### config.mk
export PLATFORM = sky130hd
export DESIGN_NAME = cmp_share_arbiter_flat
export DESIGN_NICKNAME = d
export VERILOG_FILES = /design/src/rtl/cmp_share_arbiter_if.sv /design/src/rtl/cmp_share_arbiter.sv /design/src/flat_wrapper.sv
export SDC_FILE = /design/constraint.sdc
export NUM_CORES = 1
export LEC_CHECK = 0
export ABC_AREA = 1
export CAP_MARGIN = 20
export CORE_MARGIN = 2
export CORE_UTILIZATION = 40
export CTS_BUF_LIST = sky130_fd_sc_hd__clkbuf_8
export DETAILED_ROUTE_END_ITERATION = 12
export GPL_ROUTABILITY_DRIVEN = 0
export PLACE_DENSITY_LB_ADDON = 0.12
export SLEW_MARGIN = 20
export SYNTH_ARGS = -nofsm -noshare
export SYNTH_HDL_FRONTEND = slang
export SYNTH_SLANG_ARGS = --single-unit
### constraint.sdc
create_clock -name clk -period 2.14 [get_ports clk]
set_input_delay 0.321 -clock clk [delete_from_list [all_inputs] [get_ports clk]]
set_output_delay 0.321 -clock clk [all_outputs]
set_load 0.005 [all_outputs]
### src/rtl/cmp_share_arbiter_if.sv
// Bus between the requesting control blocks and the shared comparator arbiter.
// The slave modport is the arbiter side. The master modport is the requester side.
interface cmp_share_arbiter_if #(
  parameter int N       = 10,
  parameter int NUM_REQ = 4,
  parameter int ID_W    = 2
);
  logic [NUM_REQ-1:0]   req;
  logic [NUM_REQ*N-1:0] a_flat;
  logic [NUM_REQ*N-1:0] b_flat;
  logic [NUM_REQ-1:0]   gnt;
  logic                 busy;
  logic                 done;
  logic [ID_W-1:0]      done_id;
  logic                 smaller;
  logic                 equal;
  logic                 greater;

  modport slave (
    input  req, a_flat, b_flat,
    output gnt, busy, done, done_id, smaller, equal, greater
  );

  modport master (
    output req, a_flat, b_flat,
    input  gnt, busy, done, done_id, smaller, equal, greater
  );
endinterface

### src/rtl/cmp_share_arbiter.sv
// One unsigned N-bit magnitude comparator, time-shared among NUM_REQ requesters.
// Arbitration is round-robin. Each result is registered and tagged with the requester ID.
module comparator_nbit #(
  parameter int N = 10
) (
  input  logic [N-1:0] a,
  input  logic [N-1:0] b,
  output logic         smaller,
  output logic         equal,
  output logic         greater
);
  assign smaller = (a <  b);
  assign equal   = (a == b);
  assign greater = (a >  b);
endmodule

module cmp_share_arbiter #(
  parameter int N       = 10,
  parameter int NUM_REQ = 4,
  parameter int ID_W    = 2
) (
  input logic              clk,
  input logic              rst_n,
  cmp_share_arbiter_if.slave bus
);
  typedef enum logic [1:0] {S_IDLE, S_CMP, S_RESP} state_t;

  state_t             r_state;
  logic [ID_W-1:0]    r_ptr;
  logic [ID_W-1:0]    r_id;
  logic [N-1:0]       r_op_a;
  logic [N-1:0]       r_op_b;
  logic [NUM_REQ-1:0] r_gnt;
  logic               r_busy;
  logic               r_done;
  logic [ID_W-1:0]    r_done_id;
  logic               r_smaller;
  logic               r_equal;
  logic               r_greater;

  logic [N-1:0]       w_a_arr [NUM_REQ];
  logic [N-1:0]       w_b_arr [NUM_REQ];
  logic               w_win_valid;
  logic [ID_W-1:0]    w_win_id;
  logic [ID_W-1:0]    w_ptr_next;
  logic               w_take;
  logic               w_smaller;
  logic               w_equal;
  logic               w_greater;

  genvar gi;
  generate
    for (gi = 0; gi < NUM_REQ; gi++) begin : g_unpack
      assign w_a_arr[gi] = bus.a_flat[gi*N +: N];
      assign w_b_arr[gi] = bus.b_flat[gi*N +: N];
    end
  endgenerate

  // Walk from the farthest offset back to the pointer, so the first requester in search order wins.
  always_comb begin
    w_win_valid = 1'b0;
    w_win_id    = '0;
    for (int k = NUM_REQ - 1; k >= 0; k--) begin
      int idx;
      idx = int'(r_ptr) + k;
      if (idx >= NUM_REQ) idx = idx - NUM_REQ;
      if (bus.req[idx]) begin
        w_win_valid = 1'b1;
        w_win_id    = ID_W'(idx);
      end
    end
  end

  assign w_ptr_next = (w_win_id == ID_W'(NUM_REQ - 1)) ? '0 : w_win_id + 1'b1;
  assign w_take     = w_win_valid && (r_state == S_IDLE || r_state == S_RESP);

  comparator_nbit #(.N(N)) u_cmp (
    .a       (r_op_a),
    .b       (r_op_b),
    .smaller (w_smaller),
    .equal   (w_equal),
    .greater (w_greater)
  );

  always_ff @(posedge clk or negedge rst_n) begin
    if (!rst_n) begin
      r_state   <= S_IDLE;
      r_ptr     <= '0;
      r_id      <= '0;
      r_op_a    <= '0;
      r_op_b    <= '0;
      r_gnt     <= '0;
      r_busy    <= 1'b0;
      r_done    <= 1'b0;
      r_done_id <= '0;
      r_smaller <= 1'b0;
      r_equal   <= 1'b0;
      r_greater <= 1'b0;
    end else begin
      r_gnt  <= '0;
      r_done <= 1'b0;
      if (w_take) begin
        r_op_a  <= w_a_arr[w_win_id];
        r_op_b  <= w_b_arr[w_win_id];
        r_id    <= w_win_id;
        r_gnt   <= NUM_REQ'(1) << w_win_id;
        r_ptr   <= w_ptr_next;
        r_busy  <= 1'b1;
        r_state <= S_CMP;
      end else begin
        case (r_state)
          S_CMP: begin
            r_smaller <= w_smaller;
            r_equal   <= w_equal;
            r_greater <= w_greater;
            r_done_id <= r_id;
            r_done    <= 1'b1;
            r_state   <= S_RESP;
          end
          S_RESP: begin
            r_busy  <= 1'b0;
            r_state <= S_IDLE;
          end
          S_IDLE: begin
            r_busy  <= 1'b0;
            r_state <= S_IDLE;
          end
          default: begin
            r_busy  <= 1'b0;
            r_state <= S_IDLE;
          end
        endcase
      end
    end
  end

  assign bus.gnt     = r_gnt;
  assign bus.busy    = r_busy;
  assign bus.done    = r_done;
  assign bus.done_id = r_done_id;
  assign bus.smaller = r_smaller;
  assign bus.equal   = r_equal;
  assign bus.greater = r_greater;
endmodule

### src/flat_wrapper.sv
// flat-port wrapper written by rule: the top's interface ports become plain ports
module cmp_share_arbiter_flat 
#(
  parameter int N       = 10,
  parameter int NUM_REQ = 4,
  parameter int ID_W    = 2
)
  (clk, rst_n, bus_req, bus_a_flat, bus_b_flat, bus_gnt, bus_busy, bus_done, bus_done_id, bus_smaller, bus_equal, bus_greater);
  cmp_share_arbiter_if #(.N(N), .NUM_REQ(NUM_REQ), .ID_W(ID_W)) bus_i ();
  input logic clk;
  input logic rst_n;
  input wire logic [$bits(bus_i.req)-1:0] bus_req;
  input wire logic [$bits(bus_i.a_flat)-1:0] bus_a_flat;
  input wire logic [$bits(bus_i.b_flat)-1:0] bus_b_flat;
  output wire logic [$bits(bus_i.gnt)-1:0] bus_gnt;
  output wire logic [$bits(bus_i.busy)-1:0] bus_busy;
  output wire logic [$bits(bus_i.done)-1:0] bus_done;
  output wire logic [$bits(bus_i.done_id)-1:0] bus_done_id;
  output wire logic [$bits(bus_i.smaller)-1:0] bus_smaller;
  output wire logic [$bits(bus_i.equal)-1:0] bus_equal;
  output wire logic [$bits(bus_i.greater)-1:0] bus_greater;
  assign bus_i.req = bus_req;
  assign bus_i.a_flat = bus_a_flat;
  assign bus_i.b_flat = bus_b_flat;
  assign bus_gnt = bus_i.gnt;
  assign bus_busy = bus_i.busy;
  assign bus_done = bus_i.done;
  assign bus_done_id = bus_i.done_id;
  assign bus_smaller = bus_i.smaller;
  assign bus_equal = bus_i.equal;
  assign bus_greater = bus_i.greater;
  cmp_share_arbiter #(.N(N), .NUM_REQ(NUM_REQ), .ID_W(ID_W)) u_core (.clk(clk), .rst_n(rst_n), .bus(bus_i));
endmodule
==> results.json, run 1 <==
{
  "clk_path_buf_depth": 2,
  "cts-hold-fix-buffers": 0,
  "hold_class": "in2async",
  "fin_crit_sh": 0.894,
  "path_class": "reg2reg",
  "synth.area.top_cells": "dfrtp_1, nand2_1, nand3_1",
  "clk_latency_ns": 0.29,
  "finalSetupViolCount": 0,
  "ff2ff_path_depth": 14,
  "syn_inst": 423,
  "clock-sinks": 36,
  "worstPathRequired_ns": 2.32,
  "slew_violations": 0,
  "initial_core_util": 0.414,
  "drc_errors": 0,
  "power_density_mw_per_mm2": 1630,
  "synth-seq-cells": 36,
  "max_clock_freq_mhz": 523,
  "grt_util_all_layers": 0.196,
  "row_count": 30,
  "dp_hpwl_um": 5600,
  "core_area_mm2": 0.00679,
  "n_antenna_cell": 0,
  "avgSynthCellArea_um2": 6.65,
  "synth_top_family_by_area": "simple AND/OR/NAND/NOR gates",
  "finClkSkew_ns": 0.00958,
  "grt_setup_unrepaired": "no",
  "muxShareOfSynthArea": 0,
  "area_delta_synth_final_pct": 43.5,
  "grt_pass1_wl_um": 12000,
  "ir_worst_vdd_mv": 0.742,
  "viasPerCell": 4.60,
  "post_drt_wl_per_cell_um": 11.5,
  "cts_tree": "yes",
  "yosysWarningCount": 0,
  "die_w_um": 87.9,
  "syn-num-nets": 523,
  "synth_top_cell_by_area": "dfrtp_1",
  "synth_area_mm2": 0.00281,
  "leakage_nw": 2.12,
  "start_kind": "flip-flop",
  "clk_pin_slew_ns": 0.08,
  "vias": 2819,
  "min_period_ns": 1.91,
  "hold_viol": 0,
  "die_area_mm2": 0.00772,
  "synth_top_area_frac": 0.320,
  "outcome": "complete, no violations",
  "first_iter_violations": 121,
  "overflow": 0,
  "drt_wl_total_um": 7040,
  "holdWs_ns": 0.109,
  "max_cap_viol_count": 0,
  "crit_fanout": 29,
  "synth_cell_types": 27,
  "grt_max_degree": 39,
  "nNetsFinal": 616,
  "layout-drive-gt1-share": 0.0832,
  "instances_no_fill": 613,
  "htree_levels": 2,
  "cts_root_buffer": "clkbuf_8",
  "synth_fa_ha_area_frac": 0.0623,
  "ys_seq_area_frac": 0.320,
  "firstDrtPassIters": 4,
  "crit_arrival_ns": 2.09,
  "cts_buffers": 5,
  "cp-end-kind": "flip-flop",
  "antenna_found_initial": 0,
  "detail-route-antenna-nets": 0,
  "relSlewSlack": 0.470,
  "tightest_slew_ns": 0.795,
  "fp.dieH_um": 87.9,
  "synth-compound-area-share": 0.0387,
  "placedCellCount": 605,
  "synthSimpleGateAreaFrac": 0.448,
  "first_global_vias": 2658,
  "ios": 97,
  "portBuffers": 96,
  "synth_xor_area_frac": 0
}
==> sequential cells by signal, indices dropped and copies added (netlist names) <==
register            cells
u_core.bus.greater      1
u_core.bus.gnt          4
u_core.bus.done         1
u_core.bus.smaller      1
u_core.r_state          1
u_core.r_op_b          10
u_core.bus.equal        1
u_core.r_id             2
u_core.r_op_a          10
u_core.r_ptr            2
u_core.bus.done_id      2
u_core.bus.busy         1
==> what timing repair did <==
action / 4_1_cts / 5_1_grt
resized for setup: 0 / 1
endpoints found under the setup margin: 0 / 15
hold endpoints to repair: 0 / 0
buffers inserted: 0 / 0
==> kinds of logic (layout without fill, tap and decap cells) <==
| kind of cell | count (synthesis) | after routing |
|---|---|---|
| compound gates | 17 | 17 |
| fa+ha+maj | 14 | 14 |
| buf+inv | 73 | 167 |
| flops | 36 | 36 |
| simple gates | 283 | 283 |
==> worst max-delay path, cell delays in order, from the launching register on <==
cell and delay [ns]:
dfrtp_2 0.51, inv_4 0.09, nand2_2 0.07, nand2_2 0.06, nor2_2 0.22, nor2_2 0.06, nand3_2 0.14, nand2_4 0.08
buf_12 0.16, nand2_1 0.06, nand2_1 0.06, nand2_1 0.06, nand2_1 0.08, nand2_1 0.09, nand2_1 0.05
==> power by group <==
part / internal (W) / switching (W) / total (W)
combinational: 0.00187 / 0.00261 / 0.00448
sequential: 0.00104 / 0.000213 / 0.00125
clock: 0.000583 / 0.000246 / 0.000829
==> cell usage in the layout, fill, tap and decap left out, types with 2 or more instances in the layout <==
cell type / n
nand3b_1: 19
o21ai_0: 7
nand2_1: 188
a21oi_1: 5
inv_2: 3
ha_1: 14
nand2_2: 11
nor2_1: 11
dfrtp_1: 35
buf_4: 5
nand3_2: 2
inv_1: 48
bufinv_16: 3
clkbuf_8: 5
clkdlybuf4s50_1: 95
buf_12: 6
nor2_2: 2
nand3_1: 47
==> layer usage <==
layer | GRT usage | part of all wire
met5 | 0 | 0
met4 | 0.0545 | 0.014
met3 | 0.0349 | 0.061
met2 | 0.284 | 0.43
met1 | 0.299 | 0.50
==> Yosys cell counts <==
master     instances
a21oi_1            5
a21oi_4            1
a22o_1             1
buf_2              9
buf_4              3
buf_6              6
buf_8              2
clkbuf_1           1
dfrtp_1           36
ha_1              14
inv_1             48
inv_2              3
inv_4              1
nand2_1          188
nand2_2           11
nand2_4            1
nand3_1           47
nand3_2            2
nand3_4            1
nand3b_1          19
nand4_1            1
nor2_1            11
nor2_2             2
o2111ai_1          1
o211ai_1           1
o21ai_0            7
o21bai_1           1
==> through the flow <==
| stage | area [um^2] | setup TNS, ns | utilization | worst slack (ns) | total power (W) |
|---|---|---|---|---|---|
| after detailed placement | 3880 | -0.000452 | 0.571 | -0.000452 | 0.00575 |
| final | 4040 | 0 | 0.594 | 0.226 | 0.00656 |
| after CTS | 4040 | 0 | 0.594 | 0.106 | 0.00661 |
| after global routing | 4040 | 0 | 0.594 | 0.0777 | 0.00736 |
| after floorplan | 2810 | 0 | - | 0.384 | 0.00450 |
| after global placement | 3880 | 0 | 0.571 | 0.0427 | 0.00572 |
==> final timing paths <==
check,startpoint,to,slack [ns]
hold reg to reg,u_core.bus.done_id[0],u_core.bus.done_id[0],0.48
setup reg to reg,u_core.r_ptr[0],u_core.r_op_a[6],0.23
max in group asynchronous,rst_n,u_core.r_ptr[0],1.48
hold / removal,rst_n,u_core.r_state[0],0.11
min in group clk,u_core.bus.done_id[0],u_core.bus.done_id[0],0.48
setup / recovery,u_core.r_ptr[0],u_core.r_op_a[6],0.23
==> area by class of cell <==
cell class	instances	area (um^2)
Timing Repair Buffer	107	1110
Clock buffer	5	68.8
Multi-Input combinational cell	314	1550
Tap cell	96	120
Sequential cell	36	902
Fill cell	634	2760
Clock inverter	3	90.1
Inverter	52	198
Note: power is estimated with default switching activity, not from simulation.
==> run 2: changes to the inputs <==
- CORE_UTILIZATION: 40 -> 47
==> run 2 against run 1 <==
Non-clock buffer count is the same; highest routed layer unchanged; via count grew 3.8%; critical path type unchanged; critical endpoint is now u_core.r_op_a[8]; routed wire length grew 3.2%.
==> results.json, run 2 (synthesis gave the netlist of run 1 again) <==
{
  "cts_setup_buffers": 0,
  "fp.dieH_um": 81.4,
  "cp_top_family": "simple AND/OR/NAND/NOR gates",
  "vias": 2927,
  "post_drt_wl_per_cell_um": 12.3,
  "die_area_mm2": 0.00662,
  "area_delta_synth_final_pct": 42.6,
  "cts_tree": "yes",
  "power_density_mw_per_mm2": 1650,
  "leakage_nw": 2.12,
  "clock-sinks": 36,
  "fillerInstances": 540,
  "grt_max_degree": 37,
  "crit_slowest_cell": "dfrtp_2",
  "htree_levels": 2,
  "finClkSkew_ns": 0.00728,
  "detail-route-antenna-nets": 0,
  "start_kind": "flip-flop",
  "cts_buffers": 5,
  "hold_viol": 0,
  "drt_wl_total_um": 7260,
  "first_iter_violations": 145,
  "row_count": 28,
  "portBuffers": 96,
  "cp-end-kind": "flip-flop",
  "clk_path_buf_depth": 2,
  "max_clock_freq_mhz": 525,
  "r2r_end": "u_core.r_op_a[8]",
  "relSlewSlack": 0.478,
  "reg2reg_setup_slack_ns": 0.23,
  "firstDrtPassIters": 4,
  "viasPerCell": 4.94,
  "worstPathRequired_ns": 2.32,
  "crit_top_cell": "nand2_1",
  "r2r-start": "u_core.r_ptr[0]",
  "ff2ff_path_depth": 14,
  "initial_core_util": 0.481,
  "crit_fanout": 31,
  "holdWs_ns": 0.104,
  "die_w_um": 81.4,
  "drc_errors": 0,
  "clk_pin_slew_ns": 0.08,
  "ir_worst_vdd_mv": 0.941,
  "setup_tns_ns": 0,
  "grt_setup_unrepaired": "no",
  "finalSetupViolCount": 0,
  "slowest_delay_ns": 0.50,
  "cp_cell_sequence": "inv_4 > nand2_2 > nand2_2 > nor2_2 > nor2_2 > nand3_2 > nand2_4 > buf_12 > nand2_1 > nand2_1 > nand2_1 > nand2_1 > nand2_1 > nand2_1",
  "slew_violations": 0,
  "grt_pass1_wl_um": 11800,
  "final_common_cell": "nand2_1",
  "clk_latency_ns": 0.29,
  "cts_root_buffer": "clkbuf_8",
  "layout-drive-gt1-share": 0.0832,
  "tightest_slew_ns": 0.783,
  "min_period_ns": 1.91,
  "overflow": 0,
  "n_antenna_cell": 0,
  "fin_crit_sh": 0.890,
  "layout_common_cells": "nand2_1, clkdlybuf4s50_1, inv_1, nand3_1, dfrtp_1",
  "hold_class": "in2async",
  "dp_hpwl_um": 5760,
  "grt_util_all_layers": 0.232,
  "ios": 97,
  "max_cap_viol_count": 0,
  "nNetsFinal": 616,
  "path_class": "reg2reg",
  "crit_arrival_ns": 2.09,
  "path_buf_inv": 2,
  "antenna_found_initial": 0,
  "outcome": "complete, no violations",
  "first_global_vias": 2655,
  "core_area_mm2": 0.00585
}
run 2: cell counts in the layout (fill, tap and decap cells not counted):
Identical to the previous run, type by type.
run 2: what timing repair did:
action                     in CTS  in global routing
resized for setup               0                  1
setup endpoints to repair       0                 12
hold buffers                    0                  0
run 2: worst max-delay path by stage:
stage	endpoint	start	slack [ns]	cells after the start
after CTS	u_core.r_ptr[1]	u_core.r_ptr[0]	0.10	11
after floorplan	u_core.r_ptr[1]	u_core.r_ptr[0]	0.38	15
after detailed placement	u_core.r_ptr[1]	bus_req[3]	-0.02	12
after global routing	u_core.r_op_a[8]	u_core.r_ptr[0]	0.04	14
final	u_core.r_op_a[8]	u_core.r_ptr[0]	0.23	14
after global placement	u_core.r_op_a[8]	bus_req[1]	0.04	16
run 2: per-stage QoR:
stage / utilization / worst slack (ns) / power (W) / cell area, um^2 / cells
after floorplan: - / 0.384 / 0.00450 / 2810 / 423
after global placement: 0.658 / 0.0365 / 0.00564 / 3850 / 584
after detailed placement: 0.658 / -0.0227 / 0.00577 / 3850 / 584
after CTS: 0.685 / 0.105 / 0.00664 / 4010 / 592
after global routing: 0.686 / 0.0374 / 0.00733 / 4010 / 592
final: 0.686 / 0.234 / 0.00660 / 4010 / 592
run 2: area by class of cell:
class / count / area (um^2) / area share
inverters: 52 / 198 / 0.0493
clock inverters: 3 / 90.1 / 0.0225
repair buffers: 107 / 1110 / 0.278
flip-flops and latches: 36 / 902 / 0.225
well taps: 75 / 93.8 / 0.0234
clock buffers: 5 / 68.8 / 0.0172
multi-input cells: 314 / 1550 / 0.385
run 2: worst register-to-register path, delay by kind of cell, from the launching register on:
family	cells	cell delay (ns)
buffers and inverters	2	0.26
flip-flops	1	0.50
AND/OR/NAND/NOR	12	1.04
run 2: power by group:
| group | leakage, nW | switching, W | internal (W) |
|---|---|---|---|
| Sequential | 0.446 | 0.000218 | 0.00104 |
| Combinational | 1.60 | 0.00265 | 0.00186 |
| Clock | 0.0784 | 0.000254 | 0.000583 |
run 2: per-layer routing:
layer,routed length (um),global-route usage
met1,3280,0.302
met2,3390,0.381
met3,484,0.0500
met4,102,0.0763
met5,0,0
==> run 3: changes to the inputs <==
- CAP_MARGIN: 20 -> 40
==> run 3 against run 2 <==
Register-to-register slack about the same; highest routed layer unchanged; worst setup slack hardly changed; total power hardly changed; largest cell class unchanged; clock skew down 0.0011 ns; critical path type unchanged; die area unchanged; non-clock buffer count grew 2; clock power barely moved; worst hold slack improved by 0.29 ns; combinational power is essentially flat; routed wire length grew 0.34%; first-iteration DRC count decreased by 2.8%.
==> results.json, run 3 (synthesis gave the netlist of run 1 again) <==
{
  "first_global_vias": 2655,
  "drc_errors": 0,
  "cts_buffers": 5,
  "power.share.clock": 0.127,
  "clk_pin_slew_ns": 0.08,
  "power_density_mw_per_mm2": 1630,
  "ff2ff_path_depth": 14,
  "finClkSkew_ns": 0.00621,
  "path_class": "reg2reg",
  "nNetsFinal": 618,
  "grt_setup_unrepaired": "no",
  "holdWs_ns": 0.393,
  "final_common_cell": "nand2_1",
  "fin_area_mm2": 0.00404,
  "seqCellArea_um2": 902,
  "die_w_um": 81.4,
  "layout_common_cells": "nand2_1, clkdlybuf4s50_1, inv_1, nand3_1, dfrtp_1",
  "crit_arrival_ns": 2.09,
  "row_count": 28,
  "power.total_w": 0.00661,
  "hold_viol": 0,
  "fin_crit_sh": 0.890,
  "setup_tns_ns": 0,
  "reg2reg_setup_slack_ns": 0.23,
  "grt_max_degree": 37,
  "clk_path_buf_depth": 2,
  "slew_violations": 0,
  "layout-drive-gt1-share": 0.0848,
  "fp.dieH_um": 81.4,
  "fillerInstances": 535,
  "area_delta_synth_final_pct": 43.7,
  "antenna_found_initial": 0,
  "grt_pass1_wl_um": 11800,
  "n_antenna_cell": 0,
  "crit_fanout": 31,
  "portBuffers": 96,
  "core_area_mm2": 0.00585,
  "ir_worst_vdd_mv": 0.938,
  "cts_tree": "yes",
  "initial_core_util": 0.481,
  "seq_power_share": 0.190,
  "cp-end-kind": "flip-flop",
  "p_sw_frac": 0.472,
  "utilization": 0.691,
  "detail-route-antenna-nets": 0,
  "clk_latency_ns": 0.29,
  "multi_input_comb_area_mm2": 0.00155,
  "first_iter_violations": 141,
  "vias": 2902,
  "hold_class": "in2async",
  "clock-sinks": 36,
  "max_cap_viol_count": 0,
  "max_clock_freq_mhz": 525,
  "overflow": 0,
  "htree_levels": 2,
  "dp_hpwl_um": 5760,
  "min_period_ns": 1.91,
  "tightest_slew_ns": 0.297,
  "comb_power_share": 0.683,
  "p_int_w": 0.00349,
  "ios": 97,
  "drt_wl_total_um": 7290,
  "relSlewSlack": 0.802,
  "r2r-start": "u_core.r_ptr[0]",
  "die_area_mm2": 0.00662,
  "worstPathRequired_ns": 2.32,
  "place_area_mm2": 0.00385,
  "p_sw_w": 0.00312,
  "cts_root_buffer": "clkbuf_8",
  "viasPerCell": 4.89,
  "finalSetupViolCount": 0,
  "leakage_nw": 2.14,
  "r2r_end": "u_core.r_op_a[8]",
  "outcome": "complete, no violations",
  "start_kind": "flip-flop",
  "post_drt_wl_per_cell_um": 12.3,
  "firstDrtPassIters": 4,
  "grt_util_all_layers": 0.232
}
## run 3: changes by cell type in the layout (fill, tap and decap cells not counted), sizes merged
cell	previous run	this run
dlygate4sd3	0	1
buf	12	13
## run 3: final cells by class
type | count | area share
multi-input cells | 314 | 0.382
repair buffers | 109 | 0.283
flip-flops and latches | 36 | 0.223
inverters | 52 | 0.0489
well taps | 75 | 0.0232
clock inverters | 3 | 0.0223
clock buffers | 5 | 0.0170
## run 3: worst max-delay path, cell delays in order, from the launching register on
cell,delay (ns)
dfrtp_2,0.50
inv_4,0.09
nand2_2,0.07
nand2_2,0.06
nor2_2,0.22
nor2_2,0.06
nand3_2,0.15
nand2_4,0.09
buf_12,0.17
nand2_1,0.06
nand2_1,0.08
nand2_1,0.08
nand2_1,0.05
nand2_1,0.06
nand2_1,0.05
## run 3: worst max path at each step
stage                         start               end  slack [ns]
detailed placement       bus_req[3]   u_core.r_ptr[1]       -0.02
global placement         bus_req[1]  u_core.r_op_a[8]        0.04
global route        u_core.r_ptr[0]  u_core.r_op_a[8]        0.04
finish              u_core.r_ptr[0]  u_core.r_op_a[8]        0.23
floorplan           u_core.r_ptr[0]   u_core.r_ptr[1]        0.38
CTS                 u_core.r_ptr[0]   u_core.r_ptr[1]        0.10
## run 3: per-layer routing
metal / vias up / global-route usage / routed length [um]
met1: 1308 / 0.302 / 3320
li1: 1498 / - / -
met2: 85 / 0.381 / 3400
met3: 11 / 0.0500 / 455
met5: - / 0 / 0
met4: 0 / 0.0763 / 110
## run 3: power by group through the flow
stage | clock network, W | registers (W) | logic [W]
after floorplan | 0 | 0.00119 | 0.00331
after global placement | 0 | 0.00125 | 0.00439
after detailed placement | 0 | 0.00126 | 0.00450
after CTS | 0.000848 | 0.00125 | 0.00454
after global routing | 0.000868 | 0.00130 | 0.00517
final | 0.000837 | 0.00125 | 0.00452
## run 3: stage by stage
| step | setup WS, ns | instances |
|---|---|---|
| 6_report | 0.235 | 594 |
| 3_3_place_gp | 0.0365 | 584 |
| 3_5_place_dp | -0.0227 | 584 |
| 4_1_cts | 0.105 | 592 |
| 2_1_floorplan | 0.384 | 423 |
| 5_1_grt | 0.0374 | 594 |
## run 3: repair_timing
item,4_1_cts,5_1_grt
endpoints found under the setup margin,0,12
buffers inserted,0,0
gates resized for setup,0,1
hold endpoints to repair,0,6
hold buffers,0,1
